===== src/rtl/pipe_shifter_pkg.sv =====
// Shared definitions for the pipelined shifter: operation encodings (also used by
// the ALU opcode decoder) and the width helper that sizes the pipeline.
`timescale 1ns/1ps
package pipe_shifter_pkg;

    typedef enum logic [1:0] {
        MODE_ROL = 2'b00,
        MODE_SLL = 2'b01,
        MODE_ROR = 2'b10,
        MODE_SRL = 2'b11
    } mode_e;

    // Ceiling log2 for elaboration-time sizing; valid for values up to 2^31.
    function automatic int clog2(input int value);
        int r;
        r = 0;
        for (int i = 0; i < 31; i++) begin
            if ((1 << i) < value) r = i + 1;
        end
        return r;
    endfunction

endpackage


===== src/rtl/pipe_shifter_stage.sv =====
// One pipeline stage: conditionally shifts/rotates by the fixed amount AMT,
// then registers the result with valid/hold/flush handling.
`timescale 1ns/1ps
module shift_stage
    import pipe_shifter_pkg::*;
#(
    parameter int WIDTH = 16,
    parameter int CNT_W = 4,
    parameter int AMT   = 1
) (
    input  logic             clk,
    input  logic             rst,
    input  logic             flush,
    input  logic             in_valid,
    input  logic [WIDTH-1:0] in_data,
    input  logic [CNT_W-1:0] in_cnt,
    input  logic [1:0]       in_mode,
    input  logic             next_advance,
    output logic             advance,
    output logic             out_valid,
    output logic [WIDTH-1:0] out_data,
    output logic [CNT_W-1:0] out_cnt,
    output logic [1:0]       out_mode
);

    mode_e            mode_sel;
    logic [WIDTH-1:0] shifted;
    logic             valid_q;
    logic [WIDTH-1:0] data_q;
    logic [CNT_W-1:0] cnt_q;
    logic [1:0]       mode_q;

    assign mode_sel = mode_e'(in_mode);

    // The LSB of the remaining count belongs to this stage.
    always_comb begin
        // NOTE: default assignment first so no path leaves shifted unassigned (no latch).
        shifted = in_data;
        if (in_cnt[0]) begin
            unique case (mode_sel)
                MODE_ROL: shifted = (in_data << AMT) | (in_data >> (WIDTH - AMT));
                MODE_SLL: shifted = in_data << AMT;
                MODE_ROR: shifted = (in_data >> AMT) | (in_data << (WIDTH - AMT));
                MODE_SRL: shifted = in_data >> AMT;
            endcase
        end
    end

    // An empty stage always accepts, so bubbles compress out of the pipeline.
    assign advance = !valid_q || next_advance;

    // NOTE: payload registers are reset too, because out_data must read 0 during reset.
    always_ff @(posedge clk or posedge rst) begin
        if (rst) begin
            valid_q <= 1'b0;
            data_q  <= '0;
            cnt_q   <= '0;
            mode_q  <= '0;
        end else if (flush) begin
            valid_q <= 1'b0;
        end else if (advance) begin
            valid_q <= in_valid;
            data_q  <= shifted;
            cnt_q   <= in_cnt >> 1;
            mode_q  <= in_mode;
        end
    end

    assign out_valid = valid_q;
    assign out_data  = data_q;
    assign out_cnt   = cnt_q;
    assign out_mode  = mode_q;

endmodule


===== src/rtl/pipe_shifter.sv =====
// Pipelined WIDTH-bit shifter/rotator: one registered stage per shift-amount bit,
// LSB first, with a valid/ready handshake and synchronous flush.
`timescale 1ns/1ps
module pipe_shifter
    import pipe_shifter_pkg::*;
#(
    parameter int WIDTH = 16,
    parameter int CNT_W = clog2(WIDTH)
) (
    input  logic             clk,
    input  logic             rst,
    input  logic             flush,
    input  logic             in_valid,
    output logic             in_ready,
    input  logic [WIDTH-1:0] in_data,
    input  logic [CNT_W-1:0] in_cnt,
    input  logic [1:0]       in_mode,
    output logic             out_valid,
    input  logic             out_ready,
    output logic [WIDTH-1:0] out_data
);

    // Index k is the input of stage k; index CNT_W is the last stage's register.
    logic [CNT_W:0]            valid_s;
    logic [CNT_W:0]            adv_s;
    logic [CNT_W:0][WIDTH-1:0] data_s;
    logic [CNT_W:0][CNT_W-1:0] cnt_s;
    logic [CNT_W:0][1:0]       mode_s;
    logic                      unused_tail;

    assign valid_s[0]    = in_valid;
    assign data_s[0]     = in_data;
    assign cnt_s[0]      = in_cnt;
    assign mode_s[0]     = in_mode;
    assign adv_s[CNT_W]  = out_ready;

    for (genvar k = 0; k < CNT_W; k++) begin : g_stage
        shift_stage #(
            .WIDTH (WIDTH),
            .CNT_W (CNT_W),
            .AMT   (1 << k)
        ) u_stage (
            .clk          (clk),
            .rst          (rst),
            .flush        (flush),
            .in_valid     (valid_s[k]),
            .in_data      (data_s[k]),
            .in_cnt       (cnt_s[k]),
            .in_mode      (mode_s[k]),
            .next_advance (adv_s[k+1]),
            .advance      (adv_s[k]),
            .out_valid    (valid_s[k+1]),
            .out_data     (data_s[k+1]),
            .out_cnt      (cnt_s[k+1]),
            .out_mode     (mode_s[k+1])
        );
    end

    // Count and mode are fully consumed by the last stage.
    assign unused_tail = ^{cnt_s[CNT_W], mode_s[CNT_W]};

    assign in_ready  = adv_s[0] && !flush;
    assign out_valid = valid_s[CNT_W];
    assign out_data  = data_s[CNT_W];

endmodule


===== config.mk =====
export PLATFORM = sky130hd
export DESIGN_NAME = pipe_shifter
export DESIGN_NICKNAME = d
export VERILOG_FILES = /design/src/rtl/pipe_shifter_pkg.sv /design/src/rtl/pipe_shifter_stage.sv /design/src/rtl/pipe_shifter.sv
export SDC_FILE = /design/constraint.sdc
export NUM_CORES = 1
export LEC_CHECK = 0
export CORE_UTILIZATION = 40
export DETAILED_ROUTE_END_ITERATION = 10
export HOLD_SLACK_MARGIN = 0.1
export PLACE_DENSITY_LB_ADDON = 0.3
export SYNTH_ARGS = -nofsm -noshare
export SYNTH_HDL_FRONTEND = slang
export SYNTH_SLANG_ARGS = --single-unit

===== constraint.sdc =====
create_clock -name clk -period 3.4 [get_ports clk]
set_clock_uncertainty 0.05 [all_clocks]
set_input_delay 1.02 -clock clk [delete_from_list [all_inputs] [get_ports clk]]
set_output_delay 1.02 -clock clk [all_outputs]
set_load 0.05 [all_outputs]

==> flow_metrics.tcl <==
set metrics [dict create \
    fillers 1012 \
    postLayoutCoreUtil_pct 46.6 \
    crit_arrival_ps 2130 \
    critPathTopFamily "buffers and inverters" \
    cellLeakagePower_uw 0.00207 \
    antenna_found_initial 0 \
    path_max_fanout 3 \
    syn_area_sq_um 4430 \
    track_usage_pct 16.9 \
    ant_nets 0 \
    tightest_slew_ps 905 \
    critPathMaxStageDelay_ps 490 \
    cp.required_ps 2330 \
    rsz0062_at_grt "no" \
    grt_pass1_wl_microns 15000 \
    synth_area_per_cell_sq_um 10.7 \
    ys.warnings.count 0 \
    post_cts_buffers 0 \
    hpwl_microns 6460 \
    via_count 3045 \
    avgRoutedWirePerCell_microns 15.1 \
    clock_sinks 80 \
    clock_tree.root_cell "clkbuf_8" \
    cts_tree "done" \
    dieArea_sq_um 11500 \
    crit_chain "clkdlybuf4s50_1, and4b_1, a21oi_4, buf_12" \
    chipHeight_microns 107 \
    synth_top_area_share_pct 45.2 \
    synth_area_leaders "dfrtp_1 (45%), mux2_2 (16%), mux2i_1 (7.7%)" \
    first_global_vias 2960 \
    cts_max_path_buffers 2 \
    gr-total-overflow 0 \
    multi_input_area_sq_um 2110 \
    cp-start-kind "input port" \
    syn_nets 441 \
    port_buffers 44 \
    fin_crit_ps 3200 \
    routed_via_density 5.30 \
    htreeDepth 3 \
    dr.pass1.iters 4 \
    ys_ff_latch 80 \
    die_w_microns 107 \
    final-seq-area_sq_um 2000 \
    holdBufCountCts 0 \
    finalSetupViolCount 0 \
    path_buf_inv 2 \
    slew_viol_final 0 \
    cts_resized 0 \
    core_area_sq_um 10800 \
    io_pins 45 \
    cts_buffers 9 \
    nets 457 \
    p_per_area_nw_per_um2 629 \
    yosys.area.top_type "dfrtp_1" \
    criticalPathCategory "in -> out" \
    outcome "finished clean" \
    cp_slowest_cell "clkdlybuf4s50_1" \
    wl_microns 8690 \
    clk_pin_slew_ps 80 \
    drtIter0Drc 91 \
    maxCapViolations 0 \
    worstSkewPairLatency_ps 350 \
    gp_congestion 0.750 \
    grt_max_degree 45 \
    row_count 38 \
    hold_viol 0 \
    max_slew_margin_pct 39.7 \
    syn_inst 414 \
    initial_utilization_pct 41.0 \
    tns_ps 0 \
    cp-end-kind "output port" \
    layout-drive-gt1-share_pct 21.4 \
    area_growth_pct 13.5 \
    hold_class "reg -> reg" \
    timing.fmax_mhz 312 \
    ys_types 33 \
    peakVddDrop_mv 0.297 \
    antennaDiodeCount 0 \
    ys_seq_area_share_pct 45.2 \
    drc 0 \
    post-route-period-util_pct 94.1 \
]
-- worst paths after layout --
path,start,end,cells after the start,slack (ps)
max,out_ready,in_ready,4,200
min,g_stage[1].u_stage.out_valid,g_stage[2].u_stage.out_valid,2,450
max reg2reg,g_stage[2].u_stage.out_cnt[0],g_stage[3].u_stage.out_data[13],3,1610
min reg2reg,g_stage[1].u_stage.out_valid,g_stage[2].u_stage.out_valid,2,450
max in group asynchronous,rst,g_stage[2].u_stage.out_data[2],3,1790
min in group asynchronous,rst,g_stage[3].u_stage.out_data[1],2,910
-- state kept, by name, summed over array words and instances (netlist names) --
signal,count
g_stage.u_stage.out_mode,6
g_stage.u_stage.out_cnt,6
g_stage.u_stage.out_valid,4
g_stage.u_stage.out_data,64
-- per-layer routing --
layer	track usage [%]	vias up	share of wire, %
met5	0	-	0
met4	5.58	0	1.1
met3	3.65	9	3.2
met2	28.4	48	50
met1	21.5	1483	46
li1	-	1505	-
-- power breakdown --
group	switching, uW	leakage, uW	internal (uW)
Combinational	554	0.00104	487
Clock	340	0.0000993	358
Sequential	243	0.000936	1180
-- cells in the final DEF, fill, tap and decap left out, types with 7 or more instances in the layout --
| cell type | netlist | final |
|---|---|---|
| a21oi_1 | 35 | 35 |
| a22o_1 | 8 | 8 |
| a31oi_1 | 16 | 16 |
| buf_4 | 17 | 7 |
| clkbuf_8 | 0 | 10 |
| clkdlybuf4s50_1 | 0 | 43 |
| dfrtp_1 | 80 | 80 |
| mux2_2 | 61 | 61 |
| mux2i_1 | 34 | 34 |
| nand2b_1 | 8 | 8 |
| nand3b_1 | 7 | 7 |
| nor2_1 | 57 | 57 |
| nor2b_1 | 8 | 8 |
| o21ai_0 | 14 | 14 |
| o31ai_1 | 14 | 14 |
-- cell usage after synthesis --
master and number:
nor2_8 1, and2b_1 1, or2_0 1, buf_4 17, o21ai_0 14, nor3b_1 2, buf_2 10, mux2_2 61
a21oi_1 35, or2_2 1, a21boi_1 1, or3b_2 1, and3b_1 1, mux2_4 1, nor2_1 57, o31ai_1 14
buf_6 6, nand3b_1 7, nand2b_1 8, a211oi_1 2, clkbuf_1 12, nor2_4 2, dfrtp_1 80, mux2i_1 34
nand2_1 1, inv_1 4, a31oi_1 16, and4b_1 1, nor2b_1 8, a22o_1 8, buf_1 2, a21oi_4 1
a221oi_1 4
-- layout make-up --
cell class / instances / share of cell area, %
well taps: 140 / 3.49
clock inverters: 5 / 1.12
repair buffers: 52 / 10.4
flip-flops and latches: 80 / 39.8
multi-input cells: 283 / 42.0
inverters: 4 / 0.299
clock buffers: 11 / 2.81
-- through the flow --
step           total power (uW)  setup slack (ps)  hold slack, ps  area [sq um]  cells
6_report                   3160               200             454          5020    575
3_3_place_gp               2460               200             419          4830    559
4_1_cts                    3190               173             455          5020    575
2_1_floorplan              2260               278             409          4430    414
3_5_place_dp               2490               193             436          4830    559
5_1_grt                    3350               127             489          5020    575
-- logic make-up after synthesis --
kind of cell    synth area share [%]
flops                           45.2
mux                             23.5
buf+inv                         7.07
simple gates                    10.7
compound gates                  13.4
-- tightest hold or removal path, delay by kind of cell, from the launching register on --
| family | cells | cell delay (ps) |
|---|---|---|
| flops | 1 | 350 |
| simple gates | 2 | 120 |
Note: power is estimated with default switching activity, not from simulation.
